===== src/rtl/button_debounce.sv =====
// ---------------------------------------------------------------------------
// button_debounce
//
// Input conditioner for the board push-buttons. Each of the N_BUTTONS raw
// active-low pins is synchronised into the clk domain. A new level is accepted
// only after it has been seen for DEBOUNCE_CYCLES consecutive cycles.
// Per channel the block produces:
//   - a clean debounced level (still active-low)
//   - one-cycle press/release strobes, aligned with the level change
//   - a long-press flag, raised once the press has lasted HOLD_CYCLES cycles
//
// The debounced levels may feed the LED sequencer button inputs directly.
//
// Ports:
//   clk        in   system clock, all logic on the rising edge
//   rst_n      in   asynchronous active-low reset
//   btn_raw_n  in   [N_BUTTONS] raw pins, 0 = pressed, asynchronous to clk
//   btn_n_o    out  [N_BUTTONS] debounced level, 0 = pressed
//   press_o    out  [N_BUTTONS] one-cycle strobe on debounced 1->0
//   release_o  out  [N_BUTTONS] one-cycle strobe on debounced 0->1
//   held_o     out  [N_BUTTONS] high while the debounced press has lasted
//                               at least HOLD_CYCLES cycles
// ---------------------------------------------------------------------------
module button_debounce #(
    parameter int N_BUTTONS       = 2,
    parameter int DEBOUNCE_CYCLES = 270_000,
    parameter int HOLD_CYCLES     = 27_000_000
) (
    input  logic                 clk,
    input  logic                 rst_n,
    input  logic [N_BUTTONS-1:0] btn_raw_n,
    output logic [N_BUTTONS-1:0] btn_n_o,
    output logic [N_BUTTONS-1:0] press_o,
    output logic [N_BUTTONS-1:0] release_o,
    output logic [N_BUTTONS-1:0] held_o
);

    localparam int DB_W = $clog2(DEBOUNCE_CYCLES + 1);
    localparam int HD_W = $clog2(HOLD_CYCLES + 1);

    // Last count value before a differing level is accepted.
    localparam logic [DB_W-1:0] DB_LAST = DB_W'(DEBOUNCE_CYCLES - 1);
    localparam logic [DB_W-1:0] DB_ONE  = DB_W'(1);
    localparam logic [HD_W-1:0] HD_MAX  = HD_W'(HOLD_CYCLES);
    localparam logic [HD_W-1:0] HD_ONE  = HD_W'(1);

    for (genvar i = 0; i < N_BUTTONS; i++) begin : g_chan

        // Two-flop synchroniser. Both flops reset to "released".
        logic sync1_q;
        logic sync2_q;

        // Debounce state.
        logic [DB_W-1:0] db_cnt_q;
        logic [DB_W-1:0] db_cnt_d;
        logic            level_q;
        logic            level_d;

        // Registered strobes.
        logic press_q;
        logic press_d;
        logic release_q;
        logic release_d;

        // Long-press state.
        logic [HD_W-1:0] hold_cnt_q;
        logic [HD_W-1:0] hold_cnt_d;
        logic            held_q;
        logic            held_d;

        // -------------------------------------------------------------------
        // Synchroniser
        // -------------------------------------------------------------------
        always_ff @(posedge clk or negedge rst_n) begin
            if (!rst_n) begin
                sync1_q <= 1'b1;
                sync2_q <= 1'b1;
            end else begin
                sync1_q <= btn_raw_n[i];
                sync2_q <= sync1_q;
            end
        end

        // -------------------------------------------------------------------
        // Debounce.
        // The counter only runs while the synchronised input disagrees with
        // the accepted level. Any sample that agrees, even a single-cycle
        // glitch, restarts the count from zero.
        // -------------------------------------------------------------------
        always_comb begin
            db_cnt_d = db_cnt_q;
            level_d  = level_q;
            if (sync2_q == level_q) begin
                db_cnt_d = '0;
            end else if (db_cnt_q == DB_LAST) begin
                level_d  = sync2_q;
                db_cnt_d = '0;
            end else begin
                db_cnt_d = db_cnt_q + DB_ONE;
            end
        end

        // -------------------------------------------------------------------
        // Strobes.
        // They are derived from the next level, so the strobe register and
        // the level register change on the same edge. The two strobes are
        // mutually exclusive by construction.
        // -------------------------------------------------------------------
        always_comb begin
            press_d   = level_q & ~level_d;
            release_d = ~level_q & level_d;
        end

        // -------------------------------------------------------------------
        // Long press.
        // The counter is cleared while the accepted level is released, and
        // counts (saturating) while it is pressed. It is still 0 on the press
        // edge itself, so it reaches HOLD_CYCLES exactly HOLD_CYCLES edges
        // after the press strobe.
        // held is computed from the next level so that it drops on the same
        // edge that the release strobe fires.
        // -------------------------------------------------------------------
        always_comb begin
            hold_cnt_d = hold_cnt_q;
            if (level_q) begin
                hold_cnt_d = '0;
            end else if (hold_cnt_q != HD_MAX) begin
                hold_cnt_d = hold_cnt_q + HD_ONE;
            end
            held_d = ~level_d & (hold_cnt_d == HD_MAX);
        end

        // -------------------------------------------------------------------
        // State registers
        // -------------------------------------------------------------------
        always_ff @(posedge clk or negedge rst_n) begin
            if (!rst_n) begin
                db_cnt_q   <= '0;
                level_q    <= 1'b1;
                press_q    <= 1'b0;
                release_q  <= 1'b0;
                hold_cnt_q <= '0;
                held_q     <= 1'b0;
            end else begin
                db_cnt_q   <= db_cnt_d;
                level_q    <= level_d;
                press_q    <= press_d;
                release_q  <= release_d;
                hold_cnt_q <= hold_cnt_d;
                held_q     <= held_d;
            end
        end

        assign btn_n_o[i]   = level_q;
        assign press_o[i]   = press_q;
        assign release_o[i] = release_q;
        assign held_o[i]    = held_q;

    end : g_chan

endmodule : button_debounce


===== config.mk =====
export PLATFORM = sky130hd
export DESIGN_NAME = button_debounce
export DESIGN_NICKNAME = d
export VERILOG_FILES = /design/src/rtl/button_debounce.sv
export SDC_FILE = /design/constraint.sdc
export NUM_CORES = 1
export LEC_CHECK = 0
export CORE_MARGIN = 5
export CORE_UTILIZATION = 56
export DETAILED_ROUTE_END_ITERATION = 8
export GPL_TIMING_DRIVEN = 0
export PLACE_DENSITY = 0.75
export SKIP_LAST_GASP = 1
export SYNTH_ARGS = -nofsm -noshare
export SYNTH_HDL_FRONTEND = slang
export SYNTH_SLANG_ARGS = --single-unit

===== constraint.sdc =====
create_clock -name clk -period 2.1 [get_ports clk]
set_input_delay 0.63 -clock clk [delete_from_list [all_inputs] [get_ports clk]]
set_output_delay 0.63 -clock clk [all_outputs]
set_load 0.005 [all_outputs]

* After elaboration in Yosys (flattened, before gate mapping)
Index checks and enable logic that the tools add are counted.
** Word-level totals
- Flip-flop bits (word level) :: 100
- Output and inout bits :: 8
- Logic and storage cells :: 50
** Operators by class
- Add/sub/neg operators :: 4
- Equal/unequal tests :: 8
- Muxes and demuxes :: 12
- Bitwise logic cells :: 10
** Operator list (count)
- $mux W25 :: 4
- $mux W19 :: 4
- $add A25 B1 Y25 const B :: 2
- $eq A25 B25 Y1 const B :: 2
- $ne A25 B25 Y1 const B :: 2
- $add A19 B1 Y19 const B :: 2
- $eq A19 B19 Y1 const B :: 2
- $and A1 B1 Y1 :: 6
- $mux W1 :: 4
- $not A1 Y1 :: 4
- $eq A1 B1 Y1 :: 2

* Depth between registers and ports, before layout
- Depth in word-level cells :: 5
- Gate-level depth with buffers :: 9
- Gate-level depth less buffers :: 8

* Worst setup path after synthesis
Ideal clock, no wire load.
- Path kind :: register -> register
- Start point :: register g_chan[0].hold_cnt_q[1]
- End point :: register g_chan[0].held_q
- Setup time :: 68 ps
- Arrival :: 2125 ps
- Required time :: 2032 ps
- Path slack :: -93 ps
- Cell stages (with the launch flop) :: 8
- Clock period less this slack :: 2193 ps
- Cells stage by stage :: dfrtp_1 > ha_1 > nand3_2 > nor3_1 > mux2_2 > a2111oi_0 > nor4bb_1 > and4b_1
** Between the ends
- Cells in the longest elaborated chain, start to end :: 5
- Elaborated cells on any way between the ends :: 6
- Those cells by class :: add/sub (1); eq/ne (2); mux (2); bitwise (1)
** Ends and longest elaborated chain
- start, declared :: RTL line 66 : logic [HD_W-1:0] hold_cnt_q;
- start signal, assigned :: RTL line 149 : hold_cnt_q <= hold_cnt_d;
- $add A25 B1 Y25 / $ne A25 B25 Y1 (equally long branches) :: RTL line 128, 127
- $mux W25 (*) :: RTL line 127 : end else if (hold_cnt_q != HD_MAX) begin
- $mux W25 (*) :: RTL line 125 : if (level_q) begin
- $eq A25 B25 Y1 (*) :: RTL line 130 : held_d = ~level_d & (hold_cnt_d == HD_MAX);
- $and A1 B1 Y1 (*) :: RTL line 130
- named net g_chan[0].held_d :: RTL line 69 : logic held_d;
- end signal, assigned :: RTL line 150 : held_q <= held_d;
- end, declared :: RTL line 68 : logic held_q;
Mark *: on every way through the listed nets, which the timed path passes. The rest lies on a longest branch.

* Final worst setup path
Ends and elaborated chain as after synthesis.

==> run_results.csv <==
group,metric,value,unit
run_status,status,"complete, but fails checks",
run_status,failed_checks,"setup timing",
min_path,hold_path.class,"in2async",
critical_path,slowest_delay,0.40,ns
synthesis,yosys.area.top_type,"dfrtp_1",
cts,tritoncts,"yes",
synthesis,ys_types,48,
timing,clock_skew,0.01193,ns
timing,worstMarginPinSlew,0.6001,ns
cts,clk_pin_slew_worst_paths,0.10,ns
synthesis,synthCells,549,
placement,place_area,5515,sq um
critical_path,cp_num_cells,7,
critical_path,critPathCapture,"g_chan[0].held_q",
critical_path,required,2.40,ns
timing,finalSetupViolCount,1,
timing,rsz0062_at_grt,"yes",
cts,cts_buffers,9,
die,die_x,106.6,um
synthesis,synth-seq-cells,100,
placement,gp_congestion,0.8327,
timing,fmax,457.2,MHz
synthesis,ys_warn_count,0,
detailed_routing,met1_length,4914,um
synthesis,synth-main-ff-cell,"dfrtp_1",
power,p_leak,2.671,nW
job,maxCapViolations,0,
critical_path,crit_type,"reg2reg",
critical_path,r2r_start,"g_chan[0].hold_cnt_q[1]",
critical_path,r2r_slack,-0.09,ns
critical_path,cp_top_family,"simple AND/OR/NAND/NOR gates",
finish,area_growth,17.33,%
cts,hold_buffers,0,
detailed_routing,top_layer_used,"met4",
detailed_routing,ant_nets,0,
die,fp-row-count,35,
detailed_routing,wirelength,10690,um
die,start_util,57.10,%
synthesis,netlist_area,5226,sq um
die,pin_count,12,
synthesis,synth_top_area_share,45.01,%
power,power,3.295,mW
finish,final_cell_area,6132,sq um
critical_path,cpMaxStageDelayCell,"dfrtp_1",
critical_path,crit_arrival,2.49,ns
timing,post-route-min-period,2.187,ns
timing,tns,-0.08728,ns
synthesis,async_flop_share,100.0,%
cts,clkSinkCount,100,
global_routing,gr-total-overflow,0,
cts,clock_path_buffers,2,
detailed_routing,drc,0,
critical_path,reg2regPathDepth,7,
synthesis,synthTopCellsByArea,"dfrtp_1, nor2_1, xor2_1, xnor2_1, nand3_1",
critical_path,rr_endpoint,"g_chan[0].held_q",
timing,finalHoldViolations,0,
critical_path,path_buf_inv,0,
global_routing,grt_usage,19.89,%
timing,finalWorstSetupSlack,-0.08728,ns
finish,antennaDiodeCount,0,
placement,pre_cts_slack,-0.4365,ns
detailed_routing,wire_per_inst,15.10,um
detailed_routing,drt_pass1_iterations,5,
timing,fin_crit_sh,104.2,%
die,dieArea,11360,sq um
detailed_routing,met2_length,5280,um
timing,drv_slew,0,
detailed_routing,drtIter0Drc,133,
critical_path,worst-path-max-fanout,6,
finish,fin_util,67.00,%
synthesis,synth_edf_count,0,
critical_path,worstSetupStartpoint,"g_chan[0].hold_cnt_q[1]",
global_routing,grt_max_degree,74,
placement,io_buffers,11,
cts,cts_root_buf,"clkbuf_8",
cts,htree_levels,3,
critical_path,crit_chain,"ha_4 > nand3_4 > or3_1 > a21o_1 > a2111oi_4 > nor4bb_4 > and4b_1",
placement,dp_hpwl,7136,um
timing,relSlewSlack,59.69,%
synthesis,synth-seq-area-share,48.02,%
die,core-area,9153,sq um
cts,clock_latency,0.37,ns
critical_path,cp-start-kind,"flip-flop",
detailed_routing,routed_via_density,5.698,
power,irDropWorstVdd,0.0006323,V
global_routing,grt_pass1_vias,4005,
global_routing,grt_pass1_wl,18460,um
die,fp.dieH,106.6,um
finish,drive_gt1_share,17.59,%
detailed_routing,wl_met3,371,um
critical_path,end_kind,"flip-flop",
finish,layout.nets,602,
synthesis,synth_nets,559,
power,pwr_density_cell,537.3,nW/um^2
detailed_routing,num_vias,4034,
global_routing,antenna_found_initial,0,
synthesis,synth.avg_cell_area,9.520,sq um
-- layer usage --
| layer | global-route usage (%) | vias to the layer above |
|---|---|---|
| met2 | 33.23 | 69 |
| met5 | 0 | - |
| met3 | 5.057 | 12 |
| met4 | 5.388 | 0 |
| met1 | 25.84 | 1971 |
| li1 | - | 1982 |
-- cell usage in the layout, fill, tap and decap left out, drive strengths merged, types with 17 or more instances in the layout --
cell / instances
dfrtp: 94
nand2: 33
xor2: 41
inv: 17
buf: 40
clkbuf: 18
nand4: 23
nand3: 38
nor4: 17
xnor2: 37
nor2: 99
-- layout make-up --
type                       instances  area (sq um)
fill                             699          3020
tap                              111         138.9
timing repair buffer              34         297.8
sequential                       100          2521
clock inverter                     7         80.08
clock buffer                       9         123.9
multi-input combinational        408          2758
buffer                            25         160.2
inverter                          14         52.55
-- cells by family (layout without fill, tap and decap cells) --
| group | Yosys count | in the layout | share of synthesized area, % |
|---|---|---|---|
| XOR/XNOR | 78 | 78 | 13.07 |
| AND/OR/NAND/NOR | 284 | 284 | 28.66 |
| flip-flops | 100 | 100 | 48.02 |
| AO/OA/AOI/OAI | 34 | 34 | 3.878 |
| buffers and inverters | 41 | 89 | 3.687 |
| adder cells (fa/ha/maj) | 6 | 6 | 1.436 |
| multiplexers | 6 | 6 | 1.245 |
-- power breakdown --
| group | switching, mW | internal, mW | leakage [nW] |
|---|---|---|---|
| Combinational | 0.0559 | 0.0219 | 1.24 |
| Sequential | 0.0130 | 1.94 | 1.33 |
| Clock | 0.698 | 0.565 | 0.0968 |
-- through the flow --
step	hold WS, ns	instances
2_1_floorplan	0.3344	549
3_3_place_gp	0.3459	671
3_5_place_dp	0.3468	672
4_1_cts	0.1629	698
5_1_grt	0.1714	708
6_report	0.1667	708
-- worst register-to-register path, cell delays in order, from the launching register on --
cell	delay (ns)
dfrtp_1	0.40
ha_4	0.17
nand3_4	0.13
or3_1	0.34
a21o_1	0.22
a2111oi_4	0.37
nor4bb_4	0.26
and4b_1	0.24
-- cells in the mapped netlist (2+ instances only) --
cell	number
o32ai_1	2
nand4_1	20
and2_1	4
and4b_1	3
a211oi_1	2
nand3_1	37
a31oi_1	3
buf_4	8
and3_1	14
nor4_1	14
nand4b_1	2
or4_1	2
or3_1	8
xnor2_1	37
ha_1	6
mux2i_1	2
nor3_1	15
inv_1	14
nand2_1	33
clkbuf_1	9
xor2_1	41
nand2b_1	7
buf_1	3
a21oi_1	15
nor4bb_1	3
dfstp_2	6
mux2_2	4
o21ai_0	7
buf_2	5
nand4_2	3
nor3b_1	4
nor2_1	99
nor4_2	2
clkbuf_2	2
and4_1	5
dfrtp_1	94
nor4b_1	3
-- how the worst min path moves through the flow --
stage / from / to / slack (ns) / cells after the start
after floorplan: rst_n / g_chan[0].db_cnt_q[0] / 0.33 / 0
after global placement: g_chan[0].sync1_q / g_chan[0].sync2_q / 0.35 / 0
after detailed placement: g_chan[0].sync1_q / g_chan[0].sync2_q / 0.35 / 0
after CTS: rst_n / g_chan[1].hold_cnt_q[3] / 0.16 / 1
after global routing: rst_n / g_chan[1].hold_cnt_q[3] / 0.17 / 1
final: rst_n / g_chan[1].db_cnt_q[17] / 0.17 / 1
-- state kept, by name, summed over array words and instances, names as in the netlist --
register and flops:
g_chan.release_q 2, g_chan.db_cnt_q 38, g_chan.press_q 2, g_chan.held_q 2, g_chan.hold_cnt_q 50, g_chan.sync1_q 2, g_chan.sync2_q 2, g_chan.level_q 2
-- what timing repair did --
action,in CTS,in global routing
setup buffers,12,10
setup endpoints to repair,24,32
resized for setup,29,39
pin swaps,7,13
(Power assumes the default switching activity.)
